$ cat config.mk
export PLATFORM = sky130hd
export DESIGN_NAME = render_sequencer_flat
export DESIGN_NICKNAME = d
export VERILOG_FILES = /design/src/rtl/render_sequencer_if.sv /design/src/rtl/render_sequencer.sv /design/src/flat_wrapper.sv
export SDC_FILE = /design/constraint.sdc
export NUM_CORES = 1
export LEC_CHECK = 0
export ABC_AREA = 1
export BUFFER_PORTS_ARGS = -buffer_cell sky130_fd_sc_hd__buf_2
export CAP_MARGIN = 20
export CORE_MARGIN = 2
export CORE_UTILIZATION = 52
export CTS_BUF_LIST = sky130_fd_sc_hd__clkbuf_4 sky130_fd_sc_hd__clkbuf_8 sky130_fd_sc_hd__clkbuf_16
export CTS_CLUSTER_DIAMETER = 50
export DETAILED_ROUTE_END_ITERATION = 8
export PLACE_DENSITY = 0.72
export SYNTH_ARGS = -nofsm -noshare
export SYNTH_HDL_FRONTEND = slang
export SYNTH_SLANG_ARGS = --single-unit
$ cat constraint.sdc
create_clock -name clk -period 3.9 [get_ports clk]
set_input_delay 0.585 -clock clk [delete_from_list [all_inputs] [get_ports clk]]
set_output_delay 0.585 -clock clk [all_outputs]
set_load 0.05 [all_outputs]
$ cat src/rtl/render_sequencer_if.sv
// Drawer-side bus of the render sequencer: the rectangle being presented,
// the load/go strobes that steer the drawer, its completion flag and the
// pixel write enable forwarded to the VGA adapter.
interface render_sequencer_if;
    logic [7:0] rx;
    logic [6:0] ry;
    logic [4:0] rw;
    logic [4:0] rh;
    logic [2:0] rc;
    logic       drw_load;
    logic       drw_go;
    logic       drw_done;
    logic       plot;

    // Sequencer side: presents rectangles, consumes completion
    modport master (
        output rx, ry, rw, rh, rc, drw_load, drw_go, plot,
        input  drw_done
    );

    // Drawer side: consumes rectangles, reports completion
    modport slave (
        input  rx, ry, rw, rh, rc, drw_load, drw_go, plot,
        output drw_done
    );
endinterface

$ cat src/rtl/render_sequencer.sv
// Frame render sequencer. On each frame_tick it snapshots the object table,
// erases every object's previously drawn rectangle with the background
// colour, then draws every enabled object at its snapshotted position,
// handing one rectangle at a time to an external rectangle drawer.
module render_sequencer #(
    parameter int         NUM_OBJ  = 4,
    parameter logic [2:0] BG_COLOR = 3'b000
) (
    input  logic                   clk,
    input  logic                   reset,
    input  logic                   frame_tick,
    input  logic [8*NUM_OBJ-1:0]   obj_x,
    input  logic [7*NUM_OBJ-1:0]   obj_y,
    input  logic [5*NUM_OBJ-1:0]   obj_w,
    input  logic [5*NUM_OBJ-1:0]   obj_h,
    input  logic [3*NUM_OBJ-1:0]   obj_c,
    input  logic [NUM_OBJ-1:0]     obj_valid,
    render_sequencer_if.master     drw,
    output logic                   busy,
    output logic                   frame_done,
    output logic                   overrun
);

    localparam int SLOT_W = (NUM_OBJ > 1) ? $clog2(NUM_OBJ) : 1;
    localparam logic [SLOT_W-1:0] LAST_SLOT = SLOT_W'(NUM_OBJ - 1);

    typedef enum logic [1:0] {IDLE, LOAD, RUN, NEXT} state_t;
    typedef enum logic       {ERASE, DRAW} phase_t;

    state_t              state_reg, state_next;
    phase_t              phase_reg, phase_next;
    logic [SLOT_W-1:0]   slot_reg, slot_next;
    logic                run_first_reg, run_first_next;
    logic                busy_reg, busy_next;
    logic                frame_done_reg, frame_done_next;
    logic                overrun_reg, overrun_next;

    // Control strobes from the FSM to the object storage
    logic snap_en;
    logic shadow_wr;
    logic shadow_clr;

    // Unpacked views of the packed object inputs
    logic [7:0] in_x [NUM_OBJ];
    logic [6:0] in_y [NUM_OBJ];
    logic [4:0] in_w [NUM_OBJ];
    logic [4:0] in_h [NUM_OBJ];
    logic [2:0] in_c [NUM_OBJ];

    // Per-frame snapshot of the object table
    logic [7:0]         snap_x [NUM_OBJ];
    logic [6:0]         snap_y [NUM_OBJ];
    logic [4:0]         snap_w [NUM_OBJ];
    logic [4:0]         snap_h [NUM_OBJ];
    logic [2:0]         snap_c [NUM_OBJ];
    logic [NUM_OBJ-1:0] snap_valid;

    // Last rectangle actually drawn per slot, used by the erase pass
    logic [7:0]         shd_x [NUM_OBJ];
    logic [6:0]         shd_y [NUM_OBJ];
    logic [4:0]         shd_w [NUM_OBJ];
    logic [4:0]         shd_h [NUM_OBJ];
    logic [NUM_OBJ-1:0] shd_valid;

    genvar gi;
    generate
        for (gi = 0; gi < NUM_OBJ; gi++) begin : g_unpack
            assign in_x[gi] = obj_x[gi*8 +: 8];
            assign in_y[gi] = obj_y[gi*7 +: 7];
            assign in_w[gi] = obj_w[gi*5 +: 5];
            assign in_h[gi] = obj_h[gi*5 +: 5];
            assign in_c[gi] = obj_c[gi*3 +: 3];
        end

        for (gi = 0; gi < NUM_OBJ; gi++) begin : g_snap
            // Capture the whole object table once, when a frame starts
            always_ff @(posedge clk) begin
                if (reset) begin
                    snap_x[gi]     <= '0;
                    snap_y[gi]     <= '0;
                    snap_w[gi]     <= '0;
                    snap_h[gi]     <= '0;
                    snap_c[gi]     <= '0;
                    snap_valid[gi] <= 1'b0;
                end else if (snap_en) begin
                    snap_x[gi]     <= in_x[gi];
                    snap_y[gi]     <= in_y[gi];
                    snap_w[gi]     <= in_w[gi];
                    snap_h[gi]     <= in_h[gi];
                    snap_c[gi]     <= in_c[gi];
                    snap_valid[gi] <= obj_valid[gi];
                end
            end
        end
    endgenerate

    // Remember what was drawn for each slot so the next frame can erase it
    always_ff @(posedge clk) begin
        if (reset) begin
            for (int i = 0; i < NUM_OBJ; i++) begin
                shd_x[i] <= '0;
                shd_y[i] <= '0;
                shd_w[i] <= '0;
                shd_h[i] <= '0;
            end
            shd_valid <= '0;
        end else if (shadow_wr) begin
            shd_x[slot_reg]     <= snap_x[slot_reg];
            shd_y[slot_reg]     <= snap_y[slot_reg];
            shd_w[slot_reg]     <= snap_w[slot_reg];
            shd_h[slot_reg]     <= snap_h[slot_reg];
            shd_valid[slot_reg] <= 1'b1;
        end else if (shadow_clr) begin
            shd_valid[slot_reg] <= 1'b0;
        end
    end

    // Rectangle source for the current slot: shadow while erasing,
    // snapshot while drawing. Neither store changes during LOAD/RUN, so
    // the presented rectangle is stable for the whole drawer transaction.
    logic [7:0] src_x;
    logic [6:0] src_y;
    logic [4:0] src_w;
    logic [4:0] src_h;
    logic [2:0] src_c;
    logic       src_ok;
    logic       eligible;
    logic       presenting;

    assign src_x    = (phase_reg == ERASE) ? shd_x[slot_reg] : snap_x[slot_reg];
    assign src_y    = (phase_reg == ERASE) ? shd_y[slot_reg] : snap_y[slot_reg];
    assign src_w    = (phase_reg == ERASE) ? shd_w[slot_reg] : snap_w[slot_reg];
    assign src_h    = (phase_reg == ERASE) ? shd_h[slot_reg] : snap_h[slot_reg];
    assign src_c    = (phase_reg == ERASE) ? BG_COLOR        : snap_c[slot_reg];
    assign src_ok   = (phase_reg == ERASE) ? shd_valid[slot_reg] : snap_valid[slot_reg];
    assign eligible = src_ok && (src_w != 5'd0) && (src_h != 5'd0);

    // State register and registered status pulses
    always_ff @(posedge clk) begin
        if (reset) begin
            state_reg      <= IDLE;
            phase_reg      <= ERASE;
            slot_reg       <= '0;
            run_first_reg  <= 1'b0;
            busy_reg       <= 1'b0;
            frame_done_reg <= 1'b0;
            overrun_reg    <= 1'b0;
        end else begin
            state_reg      <= state_next;
            phase_reg      <= phase_next;
            slot_reg       <= slot_next;
            run_first_reg  <= run_first_next;
            busy_reg       <= busy_next;
            frame_done_reg <= frame_done_next;
            overrun_reg    <= overrun_next;
        end
    end

    // Next-state logic: walk slots through ERASE then DRAW, one drawer
    // transaction per eligible slot, one cycle per skipped slot
    always_comb begin
        logic advance;
        state_next      = state_reg;
        phase_next      = phase_reg;
        slot_next       = slot_reg;
        run_first_next  = 1'b0;
        busy_next       = busy_reg;
        frame_done_next = 1'b0;
        overrun_next    = frame_tick && (state_reg != IDLE);
        snap_en         = 1'b0;
        shadow_wr       = 1'b0;
        shadow_clr      = 1'b0;
        advance         = 1'b0;

        case (state_reg)
            IDLE: begin
                if (frame_tick) begin
                    snap_en    = 1'b1;
                    phase_next = ERASE;
                    slot_next  = '0;
                    busy_next  = 1'b1;
                    state_next = LOAD;
                end
            end
            LOAD: begin
                if (eligible) begin
                    state_next     = RUN;
                    run_first_next = 1'b1;
                end else begin
                    // Skipped slot; a DRAW slot that is not drawn leaves
                    // nothing on screen to erase next frame
                    advance    = 1'b1;
                    shadow_clr = (phase_reg == DRAW);
                end
            end
            RUN: begin
                // The first RUN cycle may still see done from the previous
                // rectangle, so it is never allowed to complete
                if (!run_first_reg && drw.drw_done) begin
                    state_next = NEXT;
                end
            end
            NEXT: begin
                advance   = 1'b1;
                shadow_wr = (phase_reg == DRAW);
            end
            default: begin
                state_next = IDLE;
            end
        endcase

        if (advance) begin
            if (slot_reg == LAST_SLOT) begin
                if (phase_reg == ERASE) begin
                    phase_next = DRAW;
                    slot_next  = '0;
                    state_next = LOAD;
                end else begin
                    state_next      = IDLE;
                    busy_next       = 1'b0;
                    frame_done_next = 1'b1;
                end
            end else begin
                slot_next  = slot_reg + SLOT_W'(1);
                state_next = LOAD;
            end
        end
    end

    assign presenting   = ((state_reg == LOAD) && eligible) || (state_reg == RUN);

    assign drw.drw_load = (state_reg == LOAD) && eligible;
    assign drw.drw_go   = (state_reg == RUN);
    assign drw.plot     = drw.drw_go & ~drw.drw_done;
    assign drw.rx       = presenting ? src_x : 8'd0;
    assign drw.ry       = presenting ? src_y : 7'd0;
    assign drw.rw       = presenting ? src_w : 5'd0;
    assign drw.rh       = presenting ? src_h : 5'd0;
    assign drw.rc       = presenting ? src_c : 3'd0;

    assign busy         = busy_reg;
    assign frame_done   = frame_done_reg;
    assign overrun      = overrun_reg;

endmodule
$ cat src/flat_wrapper.sv
// flat-port wrapper written by rule: the top's interface ports become plain ports
module render_sequencer_flat 
#(
    parameter int         NUM_OBJ  = 4,
    parameter logic [2:0] BG_COLOR = 3'b000
)
  (clk, reset, frame_tick, obj_x, obj_y, obj_w, obj_h, obj_c, obj_valid, busy, frame_done, overrun, drw_rx, drw_ry, drw_rw, drw_rh, drw_rc, drw_drw_load, drw_drw_go, drw_plot, drw_drw_done);
  render_sequencer_if drw_i ();
  input  logic clk;
  input  logic reset;
  input  logic frame_tick;
  input  logic [8*NUM_OBJ-1:0] obj_x;
  input  logic [7*NUM_OBJ-1:0] obj_y;
  input  logic [5*NUM_OBJ-1:0] obj_w;
  input  logic [5*NUM_OBJ-1:0] obj_h;
  input  logic [3*NUM_OBJ-1:0] obj_c;
  input  logic [NUM_OBJ-1:0] obj_valid;
  output logic busy;
  output logic frame_done;
  output logic overrun;
  output wire logic [$bits(drw_i.rx)-1:0] drw_rx;
  output wire logic [$bits(drw_i.ry)-1:0] drw_ry;
  output wire logic [$bits(drw_i.rw)-1:0] drw_rw;
  output wire logic [$bits(drw_i.rh)-1:0] drw_rh;
  output wire logic [$bits(drw_i.rc)-1:0] drw_rc;
  output wire logic [$bits(drw_i.drw_load)-1:0] drw_drw_load;
  output wire logic [$bits(drw_i.drw_go)-1:0] drw_drw_go;
  output wire logic [$bits(drw_i.plot)-1:0] drw_plot;
  input wire logic [$bits(drw_i.drw_done)-1:0] drw_drw_done;
  assign drw_rx = drw_i.rx;
  assign drw_ry = drw_i.ry;
  assign drw_rw = drw_i.rw;
  assign drw_rh = drw_i.rh;
  assign drw_rc = drw_i.rc;
  assign drw_drw_load = drw_i.drw_load;
  assign drw_drw_go = drw_i.drw_go;
  assign drw_plot = drw_i.plot;
  assign drw_i.drw_done = drw_drw_done;
  render_sequencer #(.NUM_OBJ(NUM_OBJ), .BG_COLOR(BG_COLOR)) u_core (.clk(clk), .reset(reset), .frame_tick(frame_tick), .obj_x(obj_x), .obj_y(obj_y), .obj_w(obj_w), .obj_h(obj_h), .obj_c(obj_c), .obj_valid(obj_valid), .drw(drw_i), .busy(busy), .frame_done(frame_done), .overrun(overrun));
endmodule
==> summary.md <==
| Metric | Value |
|---|---|
| I/O Buffers | `153` |
| Synth Instances | `1155` |
| TritonCTS Buffers | `26` |
| Top post-synthesis cells by area | `edfxtp_1 59%, nor2_1 9.2%, nand2_1 7.4%` |
| Synth top area share | `0.591` |
| Final Max Slew Viols | `0` |
| # DRC | `0` |
| # IOs | `154` |
| N_diodes | `0` |
| Switch share | `0.341` |
| Chip width | `148 um` |
| Leakage | `0.00595 uW` |
| Bufs and invs on worst path | `5` |
| Clock share of power | `0.312` |
| First-pass GRT wire length | `41.9 mm` |
| Layout area overhead | `19.2%` |
| Core Area | `20300 um^2` |
| GRT overflow | `0` |
| Crit path max fanout | `39` |
| Ys Warns | `0` |
| Switching power | `2780 uW` |
| Initial Util | `0.531` |
| Pre-antenna DRT Iters | `5` |
| Sequential cell area | `6710 um^2` |
| Worst hold path type | `input pin to flip-flop` |
| Syn avg cell area | `9.33 um^2` |
| Final min period | `3.65 ns` |
| Placer Congestion | `0.820` |
| Max Cap Viol | `0` |
| Fillcell total | `1703` |
| Sum Neg Setup Slack | `0 ns` |
| Rows | `52` |
| Unrepaired setup endpoints after global routing | `false` |
| Kind of critical path | `flip-flop to output pin` |
| Final Setup Violations | `0` |
| Most common cell after layout, fill and taps aside | `nor2_1` |
| Worst setup margin | `0.253 ns` |
| CP peak stage delay | `0.36 ns` |
| Most frequent cells in the layout | `262 x nor2_1, 212 x edfxtp_1, 209 x nand2_1` |
| Final nets | `1424` |
| Placed Instances | `1537` |
| H-Tree Depth | `1` |
| Longest Clk Path Bufs | `3` |
| Synthesized cell area | `10800 um^2` |
| Arr. time, crit path | `3.06 ns` |
| Starting DRT DRC Count | `832` |
| Post-DP HPWL | `16.7 mm` |
| TritonCTS clock tree | `built` |
| Pint | `5370 uW` |
| Setup crit start kind | `flip-flop` |
| Sequential power share | `0.397` |
| Clock Latency Late Sink | `0.52 ns` |
| Fmax | `0.274 GHz` |
| Drt via density | `5.21` |
| CP Cell Sequence | `inv_4 > buf_12 > nand2_1 > nand2_1 > nand2_1 > nand3_1 > nand2_1 > nand2_1 > inv_1 > nand2_1 > nand3_2 > nor2_2 > inv_2 > nand2_2 > nand2_1 > a21oi_1 > buf_2` |
| Routed Antenna Nets | `0` |
| Status | `finished, final reports clean` |
| Largest net degree at the start of global routing | `113` |
| Clk root buf | `clkbuf_16` |
| Crit share post-route | `0.935` |
| Clock-pin slew on the worst setup and hold paths | `0.06 ns` |
| Slowest CP cell | `dfxtp_2` |
| GRT Util Overall | `0.243` |
| Clock Sinks | `229` |
| Critical path's top delay family | `simple AND/OR/NAND/NOR gates` |
| Critical path endpoint category | `output pin` |
| Vias in the first global route | `8132` |
| Yosys cell types | `31` |
| Layout Cells excl Fill | `1586` |
| Syn Nets | `1283` |
| Slew HR | `0.453` |
| Area of the multi-input gates | `3050 um^2` |
| WP data required | `3.31 ns` |
| Slew @ Worst Pin | `0.818 ns` |
| Clk_skew | `0.0129 ns` |
| Crit-path most repeated cell | `nand2_1` |
| Setup WS pre-CTS | `0.676 ns` |
| Worst VDD drop | `0.472 mV` |
| Hold Buf Count CTS | `0` |
| Cell taking the most area after synthesis | `edfxtp_1` |
| Die height | `148 um` |
| Logic pwr share | `0.290` |
| Initial antenna violation count | `1` |
| WL final | `26.3 mm` |
| Wire length per cell | `16.6 um` |
| Power per Cell Area | `634 nW/um^2` |
| Count of final hold-check violations | `0` |
| Die Area | `21900 um^2` |
| Layout cells sized above 1 | `0.195` |
| Top Registers | `u_core.shd_x x32, u_core.snap_x x32` |
| Sequential share of the synthesized area | `0.623` |
| Seq cells post-synth | `229` |
| Vias | `8270` |
-- Yosys cell counts, drive strengths merged --
cell type,instances
o221a,8
clkbuf,25
o211ai,1
nor3,2
nor4,1
inv,188
dfxtp,17
a22oi,24
o22ai,4
o21ai,60
nand2,214
nand4,2
a21oi,15
buf,38
o221ai,6
nand3,52
ha,8
o2111ai,2
edfxtp,212
nor2,275
a211oi,1
-- what timing repair did --
action                                  in CTS  in global routing
setup buffers                                0                  0
endpoints found under the setup margin       0                 19
gates resized for setup                      0                  5
-- power by group through the flow --
stage	combinational, uW	clock, uW	sequential, uW
final	2370	2540	3240
after global routing	2620	2660	3270
after CTS	2360	2570	3230
after detailed placement	2340	0	3280
after global placement	2310	0	3260
after floorplan	1650	0	3280
-- logic make-up (layout without fill, tap and decap cells) --
family | count (synthesis) | in the layout | synth area share
buffers and inverters | 251 | 412 | 0.0966
AOI/OAI and AO/OA | 121 | 121 | 0.0702
adders and majority gates | 8 | 8 | 0.00929
DFF | 229 | 229 | 0.623
and+or+nand+nor | 546 | 546 | 0.201
-- worst reg2reg max path, delay by kind of cell (launching register included) --
family / cells / cell delay [ns]
buffers and inverters: 4 / 1.03
AND/OR/NAND/NOR: 5 / 1.22
flip-flops: 1 / 0.39
-- per-stage QoR --
step | hold WS, ns | util | area (um^2) | total power [uW]
floorplan | 0.445 | - | 10800 | 4930
global placement | 0.469 | 0.586 | 11900 | 5580
detailed placement | 0.470 | 0.586 | 11900 | 5630
CTS | 0.304 | 0.631 | 12800 | 8160
global route | 0.326 | 0.633 | 12800 | 8560
finish | 0.311 | 0.633 | 12800 | 8150
-- area by class of cell --
type                            count  area share
Sequential cell                   229       0.522
Clock inverter                     16      0.0150
Clock buffer                       32      0.0555
Timing Repair Buffer              176      0.0869
Inverter                          188      0.0560
Multi-Input combinational cell    675       0.238
Tap cell                          270      0.0263
-- routing by layer --
layer | vias up | part of all wire | GRT usage
li1 | 3994 | - | -
met2 | 401 | 0.46 | 0.395
met4 | 0 | 0.023 | 0.0748
met1 | 3830 | 0.42 | 0.342
met3 | 45 | 0.092 | 0.0340
met5 | - | 0 | 0
-- worst paths after layout --
path	end	depth (start not counted)	start	slack, ns
max	drw_rc[1]	17	u_core.slot_reg[0]$_SDFF_PP0_	0.25
min	u_core.snap_valid[0]$_SDFFE_PP0P_	3	obj_valid[0]	0.31
max reg2reg	u_core.shd_w[1][0]$_SDFFCE_PN0P_	9	u_core.phase_reg$_SDFF_PP0_	0.94
min reg2reg	u_core.snap_valid[3]$_SDFFE_PP0P_	2	u_core.snap_valid[3]$_SDFFE_PP0P_	0.48
Power figures use the tool's default switching activity.
